===== config.mk =====
export PLATFORM = sky130hd
export DESIGN_NAME = lsu_mem_if
export DESIGN_NICKNAME = d
export VERILOG_FILES = /design/src/rtl/lsu_pkg.sv /design/src/rtl/lsu_align.sv /design/src/rtl/lsu_mem_if.sv
export SDC_FILE = /design/constraint.sdc
export NUM_CORES = 1
export LEC_CHECK = 0
export CAP_MARGIN = 20
export CELL_PAD_IN_SITES_DETAIL_PLACEMENT = 0
export CELL_PAD_IN_SITES_GLOBAL_PLACEMENT = 1
export CORE_ASPECT_RATIO = 1.25
export CORE_MARGIN = 4
export CORE_UTILIZATION = 31
export DETAILED_ROUTE_END_ITERATION = 8
export HOLD_SLACK_MARGIN = 0.03
export PLACE_DENSITY_LB_ADDON = 0.1
export SYNTH_ARGS = -nofsm -noshare
export SYNTH_HDL_FRONTEND = slang
export SYNTH_SLANG_ARGS = --single-unit

===== constraint.sdc =====
create_clock -name clk -period 2.6 [get_ports clk]
set_clock_uncertainty 0.05 [all_clocks]
set_input_delay 0.78 -clock clk [delete_from_list [all_inputs] [get_ports clk]]
set_output_delay 0.78 -clock clk [all_outputs]
set_load 0.05 [all_outputs]

===== src/rtl/lsu_pkg.sv =====
// Shared constants for the load/store unit: funct3 encodings, FSM states, lane widths.
// No logic; used by lsu_align and lsu_mem_if.
// No flow control of its own.
package lsu_pkg;

    localparam logic [2:0] F3_B  = 3'b000;
    localparam logic [2:0] F3_H  = 3'b001;
    localparam logic [2:0] F3_W  = 3'b010;
    localparam logic [2:0] F3_BU = 3'b100;
    localparam logic [2:0] F3_HU = 3'b101;

    localparam int LANE_W = 2;   // byte lane select within a 32-bit word
    localparam int BYTE_W = 8;
    localparam int HALF_W = 16;

    typedef enum logic [0:0] {
        IDLE   = 1'b0,
        RMW_WR = 1'b1
    } state_t;

    // Loads accept B/H/W/BU/HU; stores accept only B/H/W.
    function automatic logic f3_legal(input logic we, input logic [2:0] f3);
        logic ok;
        case (f3)
            F3_B, F3_H, F3_W: ok = 1'b1;
            F3_BU, F3_HU:     ok = ~we;
            default:          ok = 1'b0;
        endcase
        return ok;
    endfunction

endpackage


===== src/rtl/lsu_align.sv =====
// Lane extraction with sign/zero extension for loads, lane merge for sub-word stores.
// Purely combinational, zero latency.
// No flow control; callers supply an already-legalised funct3 and aligned lane.
module lsu_align
    import lsu_pkg::*;
(
    input  logic [LANE_W-1:0] i_lane,
    input  logic [2:0]        i_funct3,
    input  logic [31:0]       i_word,
    input  logic [31:0]       i_wdata,
    output logic [31:0]       o_load,
    output logic [31:0]       o_merge
);

    logic [BYTE_W-1:0] w_byte;
    logic [HALF_W-1:0] w_half;

    // Pick the addressed byte and halfword out of the memory word.
    always_comb begin
        w_byte = i_word[7:0];
        case (i_lane)
            2'd0: w_byte = i_word[7:0];
            2'd1: w_byte = i_word[15:8];
            2'd2: w_byte = i_word[23:16];
            2'd3: w_byte = i_word[31:24];
            default: w_byte = i_word[7:0];
        endcase
        w_half = i_lane[1] ? i_word[31:16] : i_word[15:0];
    end

    // Extend the selected lane to 32 bits according to the access type.
    always_comb begin
        o_load = i_word;
        case (i_funct3)
            F3_B:    o_load = {{24{w_byte[7]}}, w_byte};
            F3_BU:   o_load = {24'b0, w_byte};
            F3_H:    o_load = {{16{w_half[15]}}, w_half};
            F3_HU:   o_load = {16'b0, w_half};
            default: o_load = i_word;
        endcase
    end

    // Replace the addressed lane of the old word with the store data.
    always_comb begin
        o_merge = i_word;
        case (i_funct3)
            F3_B: begin
                case (i_lane)
                    2'd0: o_merge[7:0]   = i_wdata[7:0];
                    2'd1: o_merge[15:8]  = i_wdata[7:0];
                    2'd2: o_merge[23:16] = i_wdata[7:0];
                    2'd3: o_merge[31:24] = i_wdata[7:0];
                    default: o_merge = i_word;
                endcase
            end
            F3_H: begin
                if (i_lane[1]) begin
                    o_merge[31:16] = i_wdata[15:0];
                end else begin
                    o_merge[15:0] = i_wdata[15:0];
                end
            end
            default: o_merge = i_wdata;
        endcase
    end

endmodule


===== src/rtl/lsu_mem_if.sv =====
// Load/store unit between execute stage and a word-addressed async-read data memory.
// Loads and SW respond 1 cycle after accept; SB/SH do read-modify-write and respond after 2.
// req_ready is low during the RMW write cycle; a held request is taken the cycle after.
// Build option LSU_MISALIGN_TRAP_EN: misaligned H/W accesses trap instead of being force-aligned.
module lsu_mem_if
    import lsu_pkg::*;
#(
    parameter int WORD_AW = 6
) (
    input  logic        clk,
    input  logic        rst,
    input  logic        req_valid,
    output logic        req_ready,
    input  logic        req_we,
    input  logic [2:0]  req_funct3,
    input  logic [31:0] req_addr,
    input  logic [31:0] req_wdata,
    output logic        resp_valid,
    output logic [31:0] resp_rdata,
    output logic        resp_err,
    output logic [31:0] mem_addr,
    output logic [31:0] mem_wdata,
    output logic        mem_we,
    input  logic [31:0] mem_rdata
);

    state_t               r_state;
    state_t               w_state_nxt;

    logic                 w_legal;
    logic [2:0]           w_f3;
    logic                 w_is_word;
    logic                 w_is_half;
    logic                 w_sub_store;
    logic                 w_trap;
    logic [LANE_W-1:0]    w_lane;
    logic [WORD_AW-1:0]   w_req_idx;
    logic [31:0]          w_load;
    logic [31:0]          w_merge;
    logic                 w_resp_now;
    logic                 w_go_rmw;
    logic                 w_unused_addr;

    logic [WORD_AW-1:0]   r_rmw_idx;
    logic [31:0]          r_merge;
    logic                 r_resp_valid;
    logic                 r_resp_err;
    logic [31:0]          r_resp_rdata;

    // Illegal encodings fall back to a full-word access and flag an error.
    assign w_legal     = f3_legal(req_we, req_funct3);
    assign w_f3        = w_legal ? req_funct3 : F3_W;
    assign w_is_word   = (w_f3 == F3_W);
    assign w_is_half   = (w_f3[1:0] == 2'b01);
    assign w_sub_store = req_we & ~w_is_word;

    // Upper address bits alias onto the memory; they are deliberately dropped.
    assign w_req_idx     = req_addr[WORD_AW+1:2];
    assign w_unused_addr = ^req_addr[31:WORD_AW+2];

`ifdef LSU_MISALIGN_TRAP_EN
    assign w_trap = (w_is_word & (req_addr[1:0] != 2'b00)) | (w_is_half & req_addr[0]);
`else
    assign w_trap = 1'b0;
`endif

    // Lane forced to natural alignment; a trapped access never uses it.
    always_comb begin
        w_lane = req_addr[1:0];
        if (w_is_word) begin
            w_lane = 2'b00;
        end else if (w_is_half) begin
            w_lane[0] = 1'b0;
        end
    end

    lsu_align u_align (
        .i_lane   (w_lane),
        .i_funct3 (w_f3),
        .i_word   (mem_rdata),
        .i_wdata  (req_wdata),
        .o_load   (w_load),
        .o_merge  (w_merge)
    );

    // Next state, handshake and memory port drive; the write strobe is killed during reset.
    always_comb begin
        w_state_nxt = r_state;
        req_ready   = 1'b0;
        w_resp_now  = 1'b0;
        w_go_rmw    = 1'b0;
        mem_addr    = {{(32-WORD_AW){1'b0}}, w_req_idx};
        mem_wdata   = req_wdata;
        mem_we      = 1'b0;
        case (r_state)
            IDLE: begin
                req_ready = 1'b1;
                if (req_valid) begin
                    if (w_trap) begin
                        w_resp_now = 1'b1;
                    end else if (w_sub_store) begin
                        w_go_rmw    = 1'b1;
                        w_state_nxt = RMW_WR;
                    end else begin
                        w_resp_now = 1'b1;
                        mem_we     = req_we;
                    end
                end
            end
            RMW_WR: begin
                mem_addr    = {{(32-WORD_AW){1'b0}}, r_rmw_idx};
                mem_wdata   = r_merge;
                mem_we      = 1'b1;
                w_state_nxt = IDLE;
            end
            default: w_state_nxt = IDLE;
        endcase
        if (!rst) begin
            mem_we = 1'b0;
        end
    end

    // State register.
    always_ff @(posedge clk) begin
        if (!rst) begin
            r_state <= IDLE;
        end else begin
            r_state <= w_state_nxt;
        end
    end

    // Capture word index and merged word for the RMW write cycle.
    always_ff @(posedge clk) begin
        if (!rst) begin
            r_rmw_idx <= '0;
            r_merge   <= '0;
        end else if (w_go_rmw) begin
            r_rmw_idx <= w_req_idx;
            r_merge   <= w_merge;
        end
    end

    // Response pulse; load data is kept until the next response, stores report zero,
    // a trapped access leaves it untouched.
    always_ff @(posedge clk) begin
        if (!rst) begin
            r_resp_valid <= 1'b0;
            r_resp_err   <= 1'b0;
            r_resp_rdata <= '0;
        end else begin
            r_resp_valid <= w_resp_now | (r_state == RMW_WR);
            r_resp_err   <= w_resp_now & (~w_legal | w_trap);
            if (w_resp_now && !w_trap) begin
                r_resp_rdata <= req_we ? 32'h0 : w_load;
            end else if (r_state == RMW_WR) begin
                r_resp_rdata <= 32'h0;
            end
        end
    end

    assign resp_valid = r_resp_valid;
    assign resp_err   = r_resp_err;
    assign resp_rdata = r_resp_rdata;

endmodule


* Word level (Yosys, flattened, before mapping)
Cells that the tools add are included.
** Word-level totals
- Flip-flop bits (word level) :: 73
- Logic and storage cells :: 63
** Cells by class
- Muxes and demuxes :: 32
- Eq/ne operators :: 12
- Bitwise operators :: 7
- Reduce and logical (&&, ||, !) cells :: 6
** Operators by type and width (count)
- $mux W32 :: 4
- $pmux W32 S4 :: 1
- $pmux W32 S2 :: 1
- $mux W16 :: 3
- $mux W8 :: 4
- $pmux W8 S4 :: 1
- $mux W1 :: 13
- $eq A3 B3 Y1 const B :: 4
- $eq A3 B1 Y1 const B :: 2
- $eq A3 B2 Y1 const B :: 2
- $logic_not A3 Y1 :: 2
- $mux W6 :: 1
- $pmux W1 S2 :: 3
- $eq A2 B1 Y1 const B :: 2
- $eq A2 B2 Y1 const B :: 2
- $not A1 Y1 :: 4
- $mux W3 :: 1
- $reduce_or A3 Y1 :: 1
- $and A1 B1 Y1 :: 2
- $logic_not A2 Y1 :: 1
- $reduce_bool A2 Y1 :: 1
- $reduce_or A2 Y1 :: 1
- $or A1 B1 Y1 :: 1

* Longest topological paths before layout
- Depth in word-level cells :: 12
- Gate-level depth with buffers :: 7
- Mapped depth without buffers :: 4

* Cells and area by module
From an unflattened synthesis, not the netlist that was laid out.
** Second synthesis, totals
- Cell total of the unflattened synthesis :: 528
- Area, all modules :: 4642.0 um^2
** Modules (own cells, without submodules)
- lsu_mem_if :: instances 1, sequential area each 1461.4 um^2, area an instance 3309.4 um^2, cells each 329
- lsu_align :: instances 1, sequential area each 0.0 um^2, area an instance 1332.5 um^2, cells each 199

* Worst setup path after synthesis
Ideal clock, no wire load.
- Path kind :: input to output
- From :: input port req_funct3[2]
- To :: output port mem_we
- Path slack :: 217 ps
- Arrival :: 1553 ps
- Stages :: 4
- Data required time :: 1770 ps
- Path buffers :: 1
- Cells stage by stage :: buf_2 > nor2_1 > nor2_1 > o21a_1
** Between the ends
- Word-level cells in the longest chain between the ends :: 11
- Elaborated cells between the ends (all ways) :: 16
- Those cells by class :: eq/ne (5); mux (6); bitwise (2); reduce/logical (3)
** Ends and longest elaborated chain
- start, declared :: RTL line lsu_mem_if.sv:15 : input logic [2:0] req_funct3,
- $eq A3 B1 Y1 (tied with other cells) :: RTL line lsu_pkg.sv:24 : case (f3)
- $reduce_or A3 Y1 / $reduce_or A2 Y1 (equally long branches) :: RTL line lsu_pkg.sv:24
- $pmux W1 S2 :: RTL line lsu_pkg.sv:24
- $mux W3 (*) :: RTL line lsu_mem_if.sv:52 : assign w_f3 = w_legal ? req_funct3 : F3_W;
- $eq A3 B2 Y1 (*) :: RTL line lsu_mem_if.sv:53 : assign w_is_word = (w_f3 == F3_W);
- $not A1 Y1 (*) :: RTL line lsu_mem_if.sv:55 : assign w_sub_store = req_we & ~w_is_word;
- $and A1 B1 Y1 (*) :: RTL line lsu_mem_if.sv:55
- $mux W1 (*) :: RTL line lsu_mem_if.sv:101 : end else if (w_sub_store) begin
- $mux W1 (*) :: RTL line lsu_mem_if.sv:98 : if (req_valid) begin
- $pmux W1 S2 (*) :: RTL line lsu_mem_if.sv:95 : case (r_state)
- $mux W1 (*) :: RTL line lsu_mem_if.sv:118 : if (!rst) begin
- end, declared :: RTL line lsu_mem_if.sv:23 : output logic mem_we,
Every way passes the cells marked *; elsewhere a longest branch is shown, timed or not.

* Worst setup path in the final report
- From :: input port req_valid
- To :: output port mem_we
** Between the ends
- Word-level cells in the longest chain between the ends :: 3
** Ends and longest elaborated chain
- start, declared :: RTL line lsu_mem_if.sv:12 : input logic req_valid,
- $mux W1 :: RTL line lsu_mem_if.sv:98
- $pmux W1 S2 :: RTL line lsu_mem_if.sv:95
- $mux W1 :: RTL line lsu_mem_if.sv:118
No other way between the ends.

==> impl_metrics.csv <==
group,metric,value,unit
worst_hold_path,min_from,"resp_rdata[5]",
setup_path,rr_endpoint,"r_merge[22]",
synthesis,synth_top_area_share,28.9,%
synthesis,avgSynthCellArea,7.76,µm²
floorplan,die_y,151,µm
final_layout,drive_gt1_share,21.9,%
place,place_area,0.00750,mm²
route,drt_iter0_drc,516,
place,place.gp.congestion,0.922,
global_route,antenna_found_initial,0,
global_route,grt_pass1_vias,5981,
final_layout,syn_to_final_growth,55.1,%
route,top_layer_used,"met4",
setup_path,critPathTopFamily,"buffers and inverters",
setup_path,crit_end,"mem_we",
synthesis,synthMuxAreaShare,11.5,%
synthesis,netlist_area,0.00505,mm²
route,wl_per_cell,21.6,µm
synthesis,yosys-top-cells-area,"dfxtp_1, mux2_2, nand3_1",
setup_path,crit_path_end_kind,"output pin",
clocking,cts_made_buffers,9,
sta,hold_viol,0,
route,wl_met2,11200,µm
sta,tightestPinTransition,0.525,ns
worst_hold_path,min_path_type,"register to register",
clocking,cts.path.max_buffers,2,
floorplan,core_area,0.0158,mm²
setup_path,cp_num_buf_inv,2,
global_route,grt_max_degree,68,
sta,max_freq,388,MHz
route,drt-total-wl,22400,µm
route,firstDrtPassIters,5,
synthesis,synthAdderAreaFrac,0,%
synthesis,yosys_register_bits,73,
setup_path,arrival,1.74,ns
global_route,grt_first_pass_wirelength,34100,µm
floorplan,dieArea,0.0184,mm²
clocking,cts-root-buf,"clkbuf_16",
place,post-dp-hpwl,16800,µm
sta,relSlewSlack,64.9,%
final_layout,final_cell_mix,"clkdlybuf4s50_1, nand3_1, dfxtp_1",
synthesis,synthSimpleGateAreaFrac,20.1,%
sta,period_minus_slack,2.57,ns
sta,finalMaxSlewViolations,0,
setup_path,cpMaxStageDelayCell,"clkdlybuf4s50_1",
final_layout,antennaDiodeCount,0,
floorplan,rows,51,
floorplan,start_util,32.0,%
power_and_ir_drop,powerDensity,484,mW/mm²
clocking,cts_max_level,3,
setup_path,crit_fanout,2,
setup_path,cp.required,1.77,ns
sta,fin_crit_sh,99.0,%
setup_path,startpoint_type,"input pin",
setup_path,critPathMaxStageDelay,0.49,ns
route,via_per_inst,5.63,
synthesis,synthCells,651,
floorplan,pin_count,203,
clocking,clock_sinks,73,
route,drc,0,
route,wl_met3,1330,µm
run,cap_violations,0,
clocking,clkTransAtPathRegs,0.06,ns
synthesis,synth_compound_area_share,29.0,%
setup_path,crit_chain,"clkdlybuf4s50_1, nand2_1, nor2_1, o21a_1, buf_12",
synthesis,synth_flop_cell,"dfxtp_1",
synthesis,synth-edff-count,0,
power_and_ir_drop,power,0.00379,W
global_route,grt_usage,24.1,%
setup_path,worstSetupPathType,"input pin to output pin",
global_route,grt.overflow.total,0,
synthesis,netlist-cell-type-count,44,
synthesis,seq_area_frac_synth,28.9,%
synthesis,yosys_warnings,0,
final_layout,fin_util,49.7,%
synthesis,synth_xor_area_share,0,%
setup_path,path_depth,5,
setup_path,worstRegToRegCells,5,
route,vias,5851,
final_layout,fin_nets,926,
setup_path,r2r-start,"r_state",
outcome,status,"completed",
clocking,clkLatencyLatePin,0.34,ns
final_layout,mostFrequentLayoutCell,"clkdlybuf4s50_1",
route,ant_nets,0,
synthesis,yosysTopAreaCell,"dfxtp_1",
synthesis,synth_top_family_by_area,"compound AO/OA/AOI/OAI gates",
sta,setup_viol,0,
synthesis,async_reset_ff_share,0,%
power_and_ir_drop,leakagePower,2.94,nW
floorplan,die_x,122,µm
route,wl_met1,9360,µm
place,port_buffers,152,
clocking,tritoncts,"built",
power_and_ir_drop,ir_worst_vdd,0.000330,V
setup_path,reg2reg_slack,1.00,ns
setup_path,worstSetupStartpoint,"req_valid",
final_layout,fin_area,0.00783,mm²
sequential cells by signal (all words and copies together) (netlist names):
| register | count |
|---|---|
| r_merge | 32 |
| resp_valid | 1 |
| r_rmw_idx | 6 |
| resp_rdata | 32 |
| resp_err | 1 |
| r_state | 1 |
final cells by class:
class | instances | area, µm²
repair buffers | 227 | 2580
clock buffers | 10 | 239
flip-flops and latches | 73 | 1460
multi-input cells | 503 | 3170
well taps | 212 | 265
fillers | 1603 | 7930
clock inverters | 5 | 80.1
inverters | 9 | 33.8
layer usage:
layer  track usage [%]  up-vias
met3              4.77       34
met1              29.6     2814
met2              41.3      235
met4              9.52        0
li1                  -     2768
met5                 0        -
where the power goes:
| group | leakage (nW) | switching [W] | internal [W] |
|---|---|---|---|
| Sequential | 0.595 | 0.0000259 | 0.00117 |
| Clock | 0.151 | 0.000514 | 0.000859 |
| Combinational | 2.20 | 0.000732 | 0.000489 |
cells by family (layout without fill, tap and decap cells):
kind of cell,count (synthesis),in the layout
flip-flops,73,73
multiplexers,53,53
other,1,26
AO/OA/AOI/OAI,224,224
AND/OR/NAND/NOR,200,200
buffers and inverters,100,251
through the flow:
stage / hold slack, ns / setup TNS [ns] / setup slack, ns / instances
after global routing: 0.416 / -0.00315 / -0.00315 / 1039
final: 0.398 / 0 / 0.0255 / 1039
after floorplan: 0.427 / 0 / 0.217 / 676
after CTS: 0.403 / 0 / 0.0151 / 1038
after detailed placement: 0.389 / -5.41 / -0.195 / 1023
after global placement: 0.384 / -5.47 / -0.205 / 1023
cells in the mapped netlist (2+ instances only):
library cell,number
buf_4,31
mux2_2,39
nand3_1,85
a41oi_1,32
nor2_1,4
buf_2,23
nor3_1,20
nor2b_1,9
or3b_1,2
nand2b_1,3
nor4_1,2
clkbuf_1,27
o21a_1,19
o221ai_1,6
dfxtp_1,73
nand4_1,2
a31oi_1,37
inv_1,9
clkbuf_2,5
a21oi_1,34
nand2_1,61
mux2i_1,14
a22oi_1,6
and2_1,2
o211ai_1,27
o21ai_0,57
buf_1,5
worst min-delay path by stage:
stage                      to  slack, ns  cells past startpoint
3_3_place_gp    resp_rdata[4]       0.38                      2
2_1_floorplan    r_rmw_idx[0]       0.43                      2
4_1_cts         resp_rdata[5]       0.40                      2
3_5_place_dp   resp_rdata[25]       0.39                      2
6_report        resp_rdata[5]       0.40                      2
5_1_grt         resp_rdata[5]       0.42                      2
what timing repair did:
item | in CTS | in global routing
hold buffers | 0 | 0
pin swaps | 1 | 1
resized for setup | 3 | 2
setup endpoints to repair | 1 | 1
setup buffers | 0 | 1
tightest hold or removal path, stage by stage (launching register included):
cell,delay [ns]
dfxtp_1,0.31
nand2_1,0.05
nand2_1,0.04
Note: power is estimated with default switching activity, not from simulation.
